**src/rtl/tick_countdown_timer.sv**
```systemverilog
// MM:SS BCD countdown timer advanced by rising edges of a slow square wave.
// The slow wave is synchronised and edge-detected into a one-cycle tick; it never clocks logic.
module tick_countdown_timer #(
  parameter logic [7:0] INIT_MIN = 8'h01,
  parameter logic [7:0] INIT_SEC = 8'h30
) (
  input  logic       clk,
  input  logic       rst,
  input  logic       slow_clk,
  input  logic       load,
  input  logic       start,
  input  logic       pause,
  input  logic [7:0] load_min,
  input  logic [7:0] load_sec,
  output logic [7:0] min_bcd,
  output logic [7:0] sec_bcd,
  output logic       running,
  output logic       expired,
  output logic       done_pulse
);

  typedef enum logic [1:0] {StIdle, StRun, StPause, StDone} state_e;

  state_e     state_q, state_d;
  logic [7:0] min_q, min_d;
  logic [7:0] sec_q, sec_d;
  logic       done_q, done_d;
  logic       s1_q, s2_q, s3_q;
  logic       tick;
  logic       count_zero;
  logic       count_one;
  logic [15:0] count_dec;

  function automatic logic [3:0] clamp_digit(input logic [3:0] d, input logic [3:0] lim);
    return (d > lim) ? lim : d;
  endfunction

  // Digit-wise BCD decrement of {min_tens, min_ones, sec_tens, sec_ones}; caller ensures non-zero.
  function automatic logic [15:0] bcd_dec(input logic [15:0] cnt);
    logic [3:0] mt, mo, st, so;
    {mt, mo, st, so} = cnt;
    if (so != 4'd0) begin
      so = so - 4'd1;
    end else begin
      so = 4'd9;
      if (st != 4'd0) begin
        st = st - 4'd1;
      end else begin
        st = 4'd5;
        if (mo != 4'd0) begin
          mo = mo - 4'd1;
        end else begin
          mo = 4'd9;
          mt = mt - 4'd1;
        end
      end
    end
    return {mt, mo, st, so};
  endfunction

  // Two-flop synchroniser plus edge flop; tick marks a synchronised rising edge.
  always_ff @(posedge clk or negedge rst) begin
    if (!rst) begin
      s1_q <= 1'b0;
      s2_q <= 1'b0;
      s3_q <= 1'b0;
    end else begin
      s1_q <= slow_clk;
      s2_q <= s1_q;
      s3_q <= s2_q;
    end
  end

  assign tick       = s2_q & ~s3_q;
  assign count_zero = (min_q == 8'h00) && (sec_q == 8'h00);
  assign count_one  = (min_q == 8'h00) && (sec_q == 8'h01);
  assign count_dec  = bcd_dec({min_q, sec_q});

  always_comb begin
    state_d = state_q;
    min_d   = min_q;
    sec_d   = sec_q;
    done_d  = 1'b0;
    if (load) begin
      // A coincident tick is dropped because the load overwrites the count.
      min_d   = {clamp_digit(load_min[7:4], 4'd9), clamp_digit(load_min[3:0], 4'd9)};
      sec_d   = {clamp_digit(load_sec[7:4], 4'd5), clamp_digit(load_sec[3:0], 4'd9)};
      state_d = StIdle;
    end else begin
      unique case (state_q)
        StIdle: begin
          if (start && !count_zero) begin
            state_d = StRun;
          end
        end
        StRun: begin
          // start outranks pause and tick; while already running it simply holds.
          if (start) begin
            state_d = StRun;
          end else if (pause) begin
            state_d = StPause;
          end else if (tick) begin
            if (count_one) begin
              min_d   = 8'h00;
              sec_d   = 8'h00;
              state_d = StDone;
              done_d  = 1'b1;
            end else begin
              {min_d, sec_d} = count_dec;
            end
          end
        end
        StPause: begin
          if (start) begin
            state_d = StRun;
          end
        end
        StDone: begin
          state_d = StDone;
        end
        default: begin
          state_d = StIdle;
        end
      endcase
    end
  end

  always_ff @(posedge clk or negedge rst) begin
    if (!rst) begin
      state_q <= StIdle;
      min_q   <= INIT_MIN;
      sec_q   <= INIT_SEC;
      done_q  <= 1'b0;
    end else begin
      state_q <= state_d;
      min_q   <= min_d;
      sec_q   <= sec_d;
      done_q  <= done_d;
    end
  end

  assign min_bcd    = min_q;
  assign sec_bcd    = sec_q;
  assign done_pulse = done_q;
  assign running    = (state_q == StRun);
  assign expired    = (state_q == StDone);

endmodule

```
**config.mk**
```make
export PLATFORM = sky130hd
export DESIGN_NAME = tick_countdown_timer
export DESIGN_NICKNAME = d
export VERILOG_FILES = /design/src/rtl/tick_countdown_timer.sv
export SDC_FILE = /design/constraint.sdc
export NUM_CORES = 1
export LEC_CHECK = 0
export BUFFER_PORTS_ARGS = -buffer_cell sky130_fd_sc_hd__buf_2
export CELL_PAD_IN_SITES_DETAIL_PLACEMENT = 1
export CELL_PAD_IN_SITES_GLOBAL_PLACEMENT = 2
export CORE_UTILIZATION = 25
export DETAILED_ROUTE_END_ITERATION = 8
export MAX_ROUTING_LAYER = met4
export PLACE_DENSITY_LB_ADDON = 0.1
export RECOVER_POWER = 50
export SLEW_MARGIN = 20
export SYNTH_ARGS = -nofsm -noshare
export SYNTH_HDL_FRONTEND = slang
export SYNTH_SLANG_ARGS = --single-unit
```
**constraint.sdc**
```tcl
create_clock -name clk -period 2.7 [get_ports clk]
set_input_delay 0.27 -clock clk [delete_from_list [all_inputs] [get_ports clk]]
set_output_delay 0.27 -clock clk [all_outputs]
set_load 0.01 [all_outputs]
```
==> run summary, run 1 <==
The first global-routing pass estimated 7520 um of wire. Setup repair after global routing left no endpoint under its margin. Counting the buffers created by CTS gives 3. The tools report the count of inserted antenna diode cells as 0. The tightest min-delay check is of the input port to flop type.

Entering global routing, the biggest net connects 23 pins. The tools report the number of DRC markers in iteration 0 as 28. The run gives 0 as the initial antenna violation count. The cell with the largest stage delay on the worst path was sky130_fd_sc_hd__nor3b_2. The final instance count without filler cells was 274. The run gives 0 as the total DRC errors in the routed layout.

The number of iterations in the first detailed-routing pass came out at 4. The final clock skew was 2.63 ps. The share of flip-flops with an asynchronous set or reset came out at 1.00. After clock tree synthesis, the clock-pin slew on the worst setup and hold paths is 90 ps.

The tools report the destination of the worst register-to-register timing path as min_bcd[3]$_DFFE_PN0P_. The biggest cell delay along the critical path was 520 ps; the endpoint required time on the critical path was 2860 ps. The post-route fraction of the period consumed by the critical path was 0.863. The post-detailed-route wirelength per cell is 16.2 um, and the number of global-route vias before repair is 1545. For the detailed-placement wirelength estimate, the log shows 3370 um. The tools report the element type at the critical path start as a flop.

Number of setup violations in the final report: 0. Each instance of the synthesized netlist takes up on average 8.97 sq um. Global routing finished with a remaining overflow of 0. The run gives 0.261 as the initial core utilization.

Dominant delay contributor by cell family on the critical path: compound AO/OA/AOI/OAI gates. The flow ran to the end, and the final reports show no timing, DRC or antenna violations. TritonCTS built the clock tree.

Kind of critical path: flop to flop. In this run the cell area of the synthesized design comes to 1440 sq um. Setup total negative slack on the finished layout was measured at 0 ps. For this run, the post-layout net count is 229. From bottom edge to top edge, the die measures 77.8 um. The die is 77.8 um wide.

The overall routed net length is 4430 um. Power spread over the standard cell area amounts to 520 nW/um^2. The combined global-route utilization of all metal layers came out at 0.162. Number of violations of the max-capacitance limit: 0. For the normalized max-slew margin, the log shows 0.147. The number of warnings printed during yosys synthesis was 0. The number of hold violations in the final report was 0. The number of unique standard cell types used by synthesis is 46. The fraction of the core area covered by cells at the end of the flow came out at 0.323. After synthesis the netlist holds a flip-flop and latch count of 22.

The cell sitting at the root of the clock tree is a sky130_fd_sc_hd__clkbuf_8. The transition time at the pin with the least slew margin was 1280 ps. The top fanout value on the critical path is 10.

Summing over every cut layer, the via total after detailed routing is 1448. The number of placed cells counting well taps was 269. The core region area is 5510 sq um.

In this run the count of I/O pins placed on the die edge is 41. The startpoint identified for the worst register-to-register timing path is min_bcd[1]$_DFFE_PN0P_. In the routed layout, each cell is associated on average with a via count of 5.28. For this run, the top clock speed supported by timing is 0.429 GHz.

Counting along the longest clock path gives a buffer depth of 2. Tracing the worst setup path back leads to its startpoint at min_bcd[1]$_DFFE_PN0P_. STA classifies the critical path endpoint as a flop.

The portion of the post-synthesis area used by sequential elements was 0.386; the total die area was 6050 sq um. The total number of cells along the worst setup path works out to 6. The placer congestion estimate came out at 0.757. In this run the worst setup path terminates at min_bcd[3]$_DFFE_PN0P_.

Leaving out fill and tap cells, the most frequent cell in the layout is sky130_fd_sc_hd__buf_2. Measured in cells, the most critical reg-to-reg path has a length of 6. When the netlist entered floorplanning its net count stood at 186.

The logs give 0 for the count of pins over their slew limit and 669 for the final-layout fill cell count. The post-route minimum period came out at 2330 ps. In the synthesized netlist, the number of instances is 160. Data on the critical path arrives at its endpoint at 2490 ps. The share of layout cells above drive strength 1 is 0.248, and the number of buffers added on ports is 40. In the layout the commonest cells are 33 x sky130_fd_sc_hd__buf_2, 19 x sky130_fd_sc_hd__dfrtp_1, 15 x sky130_fd_sc_hd__inv_1.

The number of levels the H-tree was split into is 1. Maximum ir drop on the vdd rail: 193 uV. In the synthesized netlist the dominant register cell turns out to be sky130_fd_sc_hd__dfrtp_1. The number of core rows is 27, and the slack of the worst reg-to-reg path is 370 ps. The number of buffers and inverters on the critical path works out to 1. Clock latency on the worst-skew pair, taken at its later pin, is 270 ps. The static leakage was 0.000755 uW; the clock sink total was 22.

Relative to the synthesized area, the layout overhead comes to 23.9%. Traced cell by cell, the critical path runs through inv_1 > ha_1 > nor3b_2 > a41oi_1 > a22o_1 > mux2_2. In this run, synthesis inferred 0 flip-flops with an integrated enable. The count of nets left with antenna violations once routing finished came out at 0.
==> area by class of cell <==
| class | count | area, sq um | area share |
|---|---|---|---|
| Sequential cell | 22 | 554 | 0.312 |
| Multi-Input combinational cell | 118 | 806 | 0.453 |
| Timing Repair Buffer | 43 | 216 | 0.122 |
| Clock buffer | 4 | 55.1 | 0.0310 |
| Tap cell | 72 | 90.1 | 0.0507 |
| Inverter | 15 | 56.3 | 0.0317 |
==> worst register-to-register path, delay by kind of cell, from the launching register on <==
kind,cells,cell delay [ps]
DFF,1,420
and+or+nand+nor,1,520
adders and majority gates,1,190
muxes,1,250
AOI/OAI and AO/OA,2,710
buffers and inverters,1,120
==> where the power goes <==
| part | internal [uW] | leakage, uW | total [uW] | switching [uW] |
|---|---|---|---|---|
| registers | 368 | 0.000266 | 420 | 51.9 |
| logic | 109 | 0.000460 | 257 | 148 |
| clock network | 130 | 0.0000288 | 248 | 117 |
| total | 607 | 0.000755 | 924 | 317 |
==> metrics by stage <==
step / power, uW / cell area, sq um / hold slack (ps) / setup slack [ps]
after floorplan: 574 / 1440 / -25.6 / 749
after global placement: 678 / 1720 / 284 / 548
after detailed placement: 688 / 1720 / 286 / 396
after CTS: 938 / 1790 / 103 / 379
after global routing: 990 / 1780 / 92.7 / 178
final: 924 / 1780 / 104 / 371
==> cell usage after synthesis, types with 3 or more instances <==
| cell | number | area, sq um |
|---|---|---|
| sky130_fd_sc_hd__a21oi_1 | 9 | 45.0 |
| sky130_fd_sc_hd__o211ai_1 | 3 | 22.5 |
| sky130_fd_sc_hd__nor3_1 | 6 | 30.0 |
| sky130_fd_sc_hd__nand2_1 | 11 | 41.3 |
| sky130_fd_sc_hd__nor2_1 | 8 | 30.0 |
| sky130_fd_sc_hd__o31ai_1 | 5 | 37.5 |
| sky130_fd_sc_hd__nor2b_1 | 3 | 18.8 |
| sky130_fd_sc_hd__a31oi_1 | 5 | 31.3 |
| sky130_fd_sc_hd__clkbuf_1 | 5 | 18.8 |
| sky130_fd_sc_hd__dfstp_2 | 3 | 78.8 |
| sky130_fd_sc_hd__ha_1 | 4 | 50.1 |
| sky130_fd_sc_hd__nor4_1 | 3 | 18.8 |
| sky130_fd_sc_hd__a32oi_1 | 3 | 26.3 |
| sky130_fd_sc_hd__inv_1 | 15 | 56.3 |
| sky130_fd_sc_hd__o21ai_0 | 11 | 55.1 |
| sky130_fd_sc_hd__nand3_1 | 5 | 25.0 |
| sky130_fd_sc_hd__nand4_1 | 4 | 25.0 |
| sky130_fd_sc_hd__dfrtp_1 | 19 | 475 |
| sky130_fd_sc_hd__mux2i_1 | 4 | 40.0 |
==> flip-flops by register name, indices dropped and copies added (netlist names) <==
signal	count
s1_q	1
done_pulse	1
s3_q	1
min_bcd	8
sec_bcd	8
s2_q	1
state_q	2
==> repair_timing <==
action	CTS	global route
hold endpoints to repair	8	0
buffers inserted	0	0
hold buffers	1	0
gates resized for setup	0	0
==> worst min-delay path by stage <==
| stage | slack (ps) | cells past startpoint | from | endpoint |
|---|---|---|---|---|
| 6_report | 100 | 1 | slow_clk | s1_q$_DFF_PN0_ |
| 5_1_grt | 90 | 1 | slow_clk | s1_q$_DFF_PN0_ |
| 4_1_cts | 100 | 1 | slow_clk | s1_q$_DFF_PN0_ |
| 3_5_place_dp | 290 | 1 | rst | sec_bcd[6]$_DFFE_PN0P_ |
| 3_3_place_gp | 280 | 1 | rst | sec_bcd[6]$_DFFE_PN0P_ |
| 2_1_floorplan | -30 | 0 | rst | done_pulse$_DFF_PN0_ |
==> cell families (layout without fill, tap and decap cells) <==
family	Yosys count	after routing	synth area share
fa+ha+maj	4	4	0.0349
xor+xnor	1	1	0.00610
simple gates	57	57	0.245
compound gates	51	51	0.240
mux	5	5	0.0357
buf+inv	20	62	0.0523
flops	22	22	0.386
==> metal layers <==
metal  track usage  wire length [um]  share of wire  up-vias
met3        0.0212               123          0.028        6
met1         0.199              2100           0.47      722
met4        0.0396                53          0.012        0
met5             -                 0              0        -
met2         0.279              2150           0.49       27
li1              -                 -              -      693
No activity file was read; power rests on OpenSTA's default activity.
==> run 2, diff against run 1 <==
Settings changed: ABC_CLOCK_PERIOD_IN_PS set to 2500.
Clock period 2.7 ns to 2.5 ns, I/O delays scaled along.
==> run summary, run 2 (synthesis gave the netlist of run 1 again) <==
The run finished with clean final reports. The combined global-route utilization of all metal layers came out at 0.165 (+0.00300). The power density relative to cell area is 559 nW/um^2 (+7.5%). The endpoint arrival time on the critical path came out at 2350 ps (-140 ps). The number of setup violations in the final report was 0 (unchanged).

The total power consumption of the routed design is 1010 uW (+8.8%). The transition time at the pin with the least slew margin is 1310 ps (+26.1 ps). The cell sitting at the root of the clock tree is a sky130_fd_sc_hd__clkbuf_8. The post-route setup TNS was 0 ps (unchanged); the maximum ir drop on the vdd rail was 192 uV (-0.93%).

CTS buffer count: 3 (unchanged). Setup repair after global routing left no endpoint under its margin. The tools report the placer congestion estimate as 0.745 (-1.6%). The run gives 6050 sq um (unchanged) as the total die area.

TritonCTS built the clock tree. The wire length of the first global-routing pass was 7580 um (+0.82%). Type of the tightest min-delay check: input port to flop.

The final clock skew was 1.45 ps (-1.18 ps). Number of DRC markers in iteration 0: 89 (+220%). The fmax is 0.457 GHz (+6.5%), and the final net count is 231 (+0.87%). The post-CTS setup-driven buffer insertion count was 0 (unchanged). Endpoint required time on the critical path: 2660 ps (-200 ps). The logs give 270 ps (about the same) for the later-pin clock latency in the skew report and 4 (unchanged) for the number of iterations in the first detailed-routing pass. For the overall routed net length, the log shows 4470 um (+0.84%). The core region area was 5510 sq um (unchanged). The via-per-instance ratio came out at 5.20 (-1.5%).

The tools report the global route total overflow as 0 (unchanged). The static leakage was 0.000768 uW (+1.7%); the share of layout cells above drive strength 1 was 0.255 (+0.00738). The post-CTS clock slew at the launch and capture registers of the worst setup and hold paths works out to 80 ps (about the same). The maximum number of pins on one net before global-route repair is 23 (unchanged). For the count of inserted antenna diode cells, the log shows 0 (unchanged).

Leaving out fill and tap cells, the most frequent cells in the layout are 33 x sky130_fd_sc_hd__buf_2, 19 x sky130_fd_sc_hd__dfrtp_1, 15 x sky130_fd_sc_hd__inv_1. STA classifies the critical path startpoint as a flop. The clock sink total was 22 (unchanged); the number of levels the H-tree was split into was 1 (unchanged). Leaving out fill and tap cells, the most frequent cell in the layout is sky130_fd_sc_hd__buf_2.

The fraction of the core area covered by cells at the end of the flow is 0.327 (+0.00386). The number of buffers added on ports was 40 (unchanged); the post-route fraction of the period consumed by the critical path was 0.875 (+0.0124). The initial core utilization came out at 0.261 (unchanged).

The run gives 27 (unchanged) as the number of core rows. The number of antenna-violating nets in the routed design was 0 (unchanged); the number of global-route vias before repair was 1471 (-4.8%). The maximum clock insertion buffer count is 2 (unchanged). The I/O pin count was 41 (unchanged). Compared with the post-synthesis result, the final layout area differs by 25.4%. The tools report the count of pins over their slew limit as 0 (unchanged). The y dimension of the die works out to 77.8 um (unchanged). The kind of critical path was flop to flop. The total DRC errors in the routed layout is 0 (unchanged). Post-route minimum period: 2190 ps (-142 ps). The detailed-placement wirelength estimate was 3400 um (+0.91%); the normalized max-slew margin was 0.130 (-0.0174). The worst setup path is captured at a flop. The initial antenna violation count is 0 (unchanged), and the post-detailed-route wirelength per cell is 16.2 um (+0.10%). The number of hold violations in the final report was 0 (unchanged); the number of violations of the max-capacitance limit was 0 (unchanged). The top fanout value on the critical path works out to 6 (-4). The total via count in the routed design was 1436 (-0.83%); the horizontal die dimension was 77.8 um (unchanged).
## run 2: changes by cell type in the layout (fill, tap and decap cells not counted)
cell,change
sky130_fd_sc_hd__buf_4,+2
sky130_fd_sc_hd__nor3b_2,-1
sky130_fd_sc_hd__nor3b_4,+1
## run 2: metal layers
metal  GRT usage  vias to the layer above  part of all wire
met4      0.0509                        0             0.012
met1       0.214                      701              0.46
li1            -                      698                 -
met5           -                        -                 0
met2       0.266                       32              0.49
met3      0.0200                        5             0.037
## run 2: critical path: stages, from the launching register on
cell and delay [ps]:
sky130_fd_sc_hd__dfrtp_1 420, sky130_fd_sc_hd__inv_1 90, sky130_fd_sc_hd__ha_1 220, sky130_fd_sc_hd__nor3b_2 420, sky130_fd_sc_hd__a41oi_1 400, sky130_fd_sc_hd__a22o_1 290, sky130_fd_sc_hd__mux2_2 250
## run 2: final cells by class
cell class | count | area, sq um
clock buffers | 4 | 55.1
fillers | 674 | 3710
inverters | 15 | 56.3
multi-input cells | 118 | 812
flip-flops and latches | 22 | 554
well taps | 72 | 90.1
repair buffers | 45 | 231
## run 2: final timing paths
path / startpoint / endpoint / slack [ps] / depth (start not counted)
max reg2reg: min_bcd[4]$_DFFE_PN0P_ / min_bcd[3]$_DFFE_PN0P_ / 310 / 6
max in group asynchronous: rst / min_bcd[5]$_DFFE_PN0P_ / 940 / 2
min: slow_clk / s1_q$_DFF_PN0_ / 80 / 1
max: min_bcd[4]$_DFFE_PN0P_ / min_bcd[3]$_DFFE_PN0P_ / 310 / 6
min reg2reg: s1_q$_DFF_PN0_ / s2_q$_DFF_PN0_ / 360 / 0
min in group asynchronous: rst / sec_bcd[6]$_DFFE_PN0P_ / 790 / 2
## run 2: what timing repair did
action	in CTS	in global routing
hold buffers	1	0
endpoints found under the hold margin	19	0
gates resized for setup	0	1
setup endpoints to repair	0	1
## run 2: report_power, final
part	total (uW)	switching (uW)	internal, uW
Clock	269	128	141
Combinational	283	160	123
Sequential	454	57.1	397
## run 2: through the flow
step                hold WS [ps]  area [sq um]  setup slack [ps]  cells
CTS                         71.6          1800               182    276
global route                64.4          1800               120    276
detailed placement           268          1740               199    271
global placement             269          1740               348    271
finish                      77.9          1800               312    276
floorplan                  -45.6          1440               549    160
